===== src/rtl/rv_elastic_buf.sv =====
// DEPTH-entry ready/valid elastic buffer with registered occupancy, strict FIFO order,
// synchronous flush and an occupancy count; in_ready never depends on out_ready.
module rv_elastic_buf #(
    parameter int DATA_W = 32,
    parameter int DEPTH  = 4,
    parameter int CNT_W  = $clog2(DEPTH + 1)
) (
    input  logic              clk,
    input  logic              rst,
    input  logic              flush,
    input  logic              in_valid,
    output logic              in_ready,
    input  logic [DATA_W-1:0] in_data,
    output logic              out_valid,
    input  logic              out_ready,
    output logic [DATA_W-1:0] out_data,
    output logic [CNT_W-1:0]  count
);

    localparam int PTR_W = (DEPTH > 1) ? $clog2(DEPTH) : 1;
    localparam logic [PTR_W-1:0] LAST_PTR = PTR_W'(DEPTH - 1);
    localparam logic [CNT_W-1:0] FULL_CNT = CNT_W'(DEPTH);

    logic [DATA_W-1:0] mem [DEPTH];

    logic [PTR_W-1:0] wr_ptr_reg, wr_ptr_next;
    logic [PTR_W-1:0] rd_ptr_reg, rd_ptr_next;
    logic [CNT_W-1:0] count_reg, count_next;
    logic             push;
    logic             pop;

    // Explicit wrap so non-power-of-two depths behave exactly like power-of-two ones.
    function automatic logic [PTR_W-1:0] ptr_inc(input logic [PTR_W-1:0] p);
        return (p == LAST_PTR) ? '0 : p + PTR_W'(1);
    endfunction

    assign in_ready  = (count_reg != FULL_CNT);
    assign out_valid = (count_reg != '0);
    assign push      = in_valid && in_ready;
    assign pop       = out_valid && out_ready;
    assign out_data  = mem[rd_ptr_reg];
    assign count     = count_reg;

    always_comb begin
        wr_ptr_next = wr_ptr_reg;
        rd_ptr_next = rd_ptr_reg;
        count_next  = count_reg;
        if (flush) begin
            wr_ptr_next = '0;
            rd_ptr_next = '0;
            count_next  = '0;
        end else begin
            if (push) begin
                wr_ptr_next = ptr_inc(wr_ptr_reg);
            end
            if (pop) begin
                rd_ptr_next = ptr_inc(rd_ptr_reg);
            end
            case ({push, pop})
                2'b10:   count_next = count_reg + CNT_W'(1);
                2'b01:   count_next = count_reg - CNT_W'(1);
                default: count_next = count_reg;
            endcase
        end
    end

    always_ff @(posedge clk) begin
        if (rst) begin
            wr_ptr_reg <= '0;
            rd_ptr_reg <= '0;
            count_reg  <= '0;
        end else begin
            wr_ptr_reg <= wr_ptr_next;
            rd_ptr_reg <= rd_ptr_next;
            count_reg  <= count_next;
        end
    end

    // Storage is never cleared; a write is simply suppressed while reset or flush discards it.
    always_ff @(posedge clk) begin
        if (!rst && !flush && push) begin
            mem[wr_ptr_reg] <= in_data;
        end
    end

endmodule


===== config.mk =====
export PLATFORM = sky130hd
export DESIGN_NAME = rv_elastic_buf
export DESIGN_NICKNAME = d
export VERILOG_FILES = /design/src/rtl/rv_elastic_buf.sv
export SDC_FILE = /design/constraint.sdc
export NUM_CORES = 1
export LEC_CHECK = 0
export CORE_UTILIZATION = 45
export CTS_BUF_LIST = sky130_fd_sc_hd__clkbuf_8
export DETAILED_ROUTE_END_ITERATION = 8
export DONT_BUFFER_PORTS = 1
export GPL_ROUTABILITY_DRIVEN = 1
export GPL_TIMING_DRIVEN = 0
export SYNTH_ARGS = -nofsm -noshare
export SYNTH_HDL_FRONTEND = slang
export SYNTH_SLANG_ARGS = --single-unit

===== constraint.sdc =====
create_clock -name clk -period 3.3 [get_ports clk]
set_input_delay 0.66 -clock clk [delete_from_list [all_inputs] [get_ports clk]]
set_output_delay 0.66 -clock clk [all_outputs]
set_load 0.02 [all_outputs]

==> metrics.md <==
| Metric | Value |
|---|---|
| Synthesized area | `5100 sq um` |
| PortBufs | `0` |
| Worst rel slew slack | `0.406` |
| Pre-antenna DRT Iters | `4` |
| Row cnt | `38` |
| Starting DRT DRC Count | `84` |
| H-tree levels | `4` |
| Area growth from synthesis to layout | `14.2%` |
| Critical Path AT | `3.07 ns` |
| Synth cell count leaders | `edfxtp_1, mux4_2, dfxtp_1` |
| Status | `finished, final reports clean` |
| Full die area | `11,800 sq um` |
| Count of cell types in the netlist | `25` |
| Max reg flops | `128` |
| Routed WL | `8.47 mm` |
| NumNets Final | `287` |
| Top-area cell type share of the netlist area | `0.753` |
| Final Max Slew Viols | `0` |
| Post-route ant nets | `0` |
| Worst R2R Start | `count[2]` |
| GPL Wtd Cong | `0.695` |
| CP Launch Type | `register` |
| Die Y | `108 microns` |
| GRT Overall Usage | `0.158` |
| Reg2Reg Depth | `10` |
| Period utilisation layout | `0.822` |
| WP data required | `3.66 ns` |
| Worst Skew | `0.00780 ns` |
| FF+latch count, synth | `137` |
| Post-synth EDFFs | `128` |
| Post-Place Cells | `364` |
| Final hold viol count | `0` |
| Largest net degree at the start of global routing | `33` |
| Detailed placer's ending HPWL | `4.98 mm` |
| Root buffer cell | `clkbuf_8` |
| Pleak | `1.84 nW` |
| Most common cell in the netlist | `edfxtp_1` |
| Post-CTS Setup Inserts | `0` |
| Worst-Skew Late Latency | `0.43 ns` |
| CTS resizes | `0` |
| Hold/Removal Path Class | `input pin to register` |
| Final hold slack | `0.324 ns` |
| Finished Core Util | `0.533` |
| Max VDD drop | `0.383 mV` |
| CORE AREA | `10,900 sq um` |
| Max Root-Sink Buffers | `2` |
| Syn avg cell area | `23.0 sq um` |
| Max-cap violations | `0` |
| RSZ-0062 raised after global routing | `false` |
| Vias in the first global route | `2,320` |
| Via count | `2,150` |
| Num ports | `74` |
| Finished Layout Cells | `396` |
| R2R Setup Slk | `0.59 ns` |
| Starting Density | `0.467` |
| Final setup violation count | `0` |
| Hold Path Sink | `mem[2][4]` |
| Placed cell area | `5340 sq um` |
| Pwr per Cell Area | `632 nW/um^2` |
| GRT Residual Overflow | `0` |
| Post-Syn Nets | `266` |
| Num CTS Buffers | `17` |
| CP Capture Type | `register` |
| Clock sinks | `137` |
| Post-synth top area cell | `edfxtp_1` |
| Die span in x | `108 microns` |
| Min Tclk post-route | `2.71 ns` |
| Wire length of the first global-routing pass | `12.9 mm` |
| Synth area leaders | `edfxtp_1, mux4_2, dfxtp_1` |
| CTS tree | `built` |
| Hold path depth | `0` |
| Yosys Warn Count | `0` |
| DRC Markers | `0` |
| DR WL/cell | `21.4 microns` |
| CTS clk-pin slew, worst paths | `0.08 ns` |
| Initial antenna violation count | `0` |
| Worst hold path startpoint | `in_data[4]` |
| Crit path kind | `register to register` |
| Reg-to-Reg End | `count[2]` |
| Total negative setup slack | `0 ns` |
| Register area share after synthesis | `0.788` |
| Via density | `5.43` |
| # diodes | `0` |
| Share of layout cells above drive strength 1 | `0.305` |
| Critical-path maximum fanout | `7` |
| Post-Syn Instances | `222` |
| Ys flop type | `edfxtp_1` |
| Slew @ Worst Pin | `0.891 ns` |
| Hold Buf Count CTS | `0` |
| Async SR Flop Fraction | `0` |
| Max Clk Rate | `368 MHz` |
| Post-route cell area | `5830 sq um` |
==> layout by cell type (no fill, tap or decap), types with 3 or more instances in the layout <==
master / synthesis / routed
edfxtp_1: 128 / 128
mux4_2: 32 / 32
clkbuf_8: 0 / 17
dfxtp_1: 9 / 9
inv_1: 7 / 8
bufinv_16: 0 / 7
ha_1: 6 / 6
nor2_1: 5 / 5
buf_2: 4 / 4
and3_2: 0 / 4
buf_1: 3 / 3
a21oi_1: 3 / 3
clkinv_1: 0 / 3
==> layout make-up <==
| class | count | area [sq um] |
|---|---|---|
| repair buffers | 2 | 55.1 |
| flip-flops and latches | 137 | 4020 |
| fillers | 842 | 5110 |
| plain buffers | 9 | 46.3 |
| inverters | 7 | 26.3 |
| clock inverters | 15 | 255 |
| multi-input cells | 69 | 1010 |
| clock buffers | 17 | 234 |
| well taps | 140 | 175 |
==> power breakdown <==
part	switching, mW	internal (mW)	leakage (nW)
registers	0.00852	1.92	1.23
logic	0.0608	0.0364	0.364
clock network	0.617	1.04	0.243
total	0.687	3.00	1.84
==> worst max-delay path: stages (launching register included) <==
cell,delay (ns)
dfxtp_1,0.51
or3b_4,0.49
and2_4,0.18
buf_6,0.12
inv_1,0.05
ha_1,0.17
inv_1,0.06
fa_1,0.37
xor2_1,0.15
or3_2,0.40
a21oi_1,0.14
==> stage by stage <==
step	power, mW	setup slack [ns]
detailed placement	2.06	0.584
CTS	3.73	0.567
floorplan	2.04	0.710
finish	3.68	0.586
global placement	2.06	0.281
global route	3.81	0.462
==> layer usage <==
metal	vias to the layer above	share of wire	track usage
li1	956	-	-
met1	1120	0.41	0.192
met2	67	0.50	0.244
met3	7	0.086	0.0784
met4	0	0.0093	0.0579
met5	-	0	0
==> kinds of logic after synthesis <==
logic type / share of synthesized area
xor+xnor: 0.00343
flops: 0.788
fa+ha+maj: 0.0186
simple gates: 0.0228
mux: 0.141
buf+inv: 0.0142
compound gates: 0.0113
==> worst max-delay path by stage <==
| stage | slack [ns] | start | cells after the start | to |
|---|---|---|---|---|
| final | 0.59 | count[2] | 10 | count[2] |
| after global routing | 0.46 | count[2] | 10 | count[2] |
| after CTS | 0.57 | count[2] | 10 | count[2] |
| after detailed placement | 0.58 | count[2] | 10 | count[2] |
| after global placement | 0.28 | flush | 2 | mem[2][6] |
| after floorplan | 0.71 | count[2] | 10 | count[2] |
No activity file was read; power rests on OpenSTA's default activity.
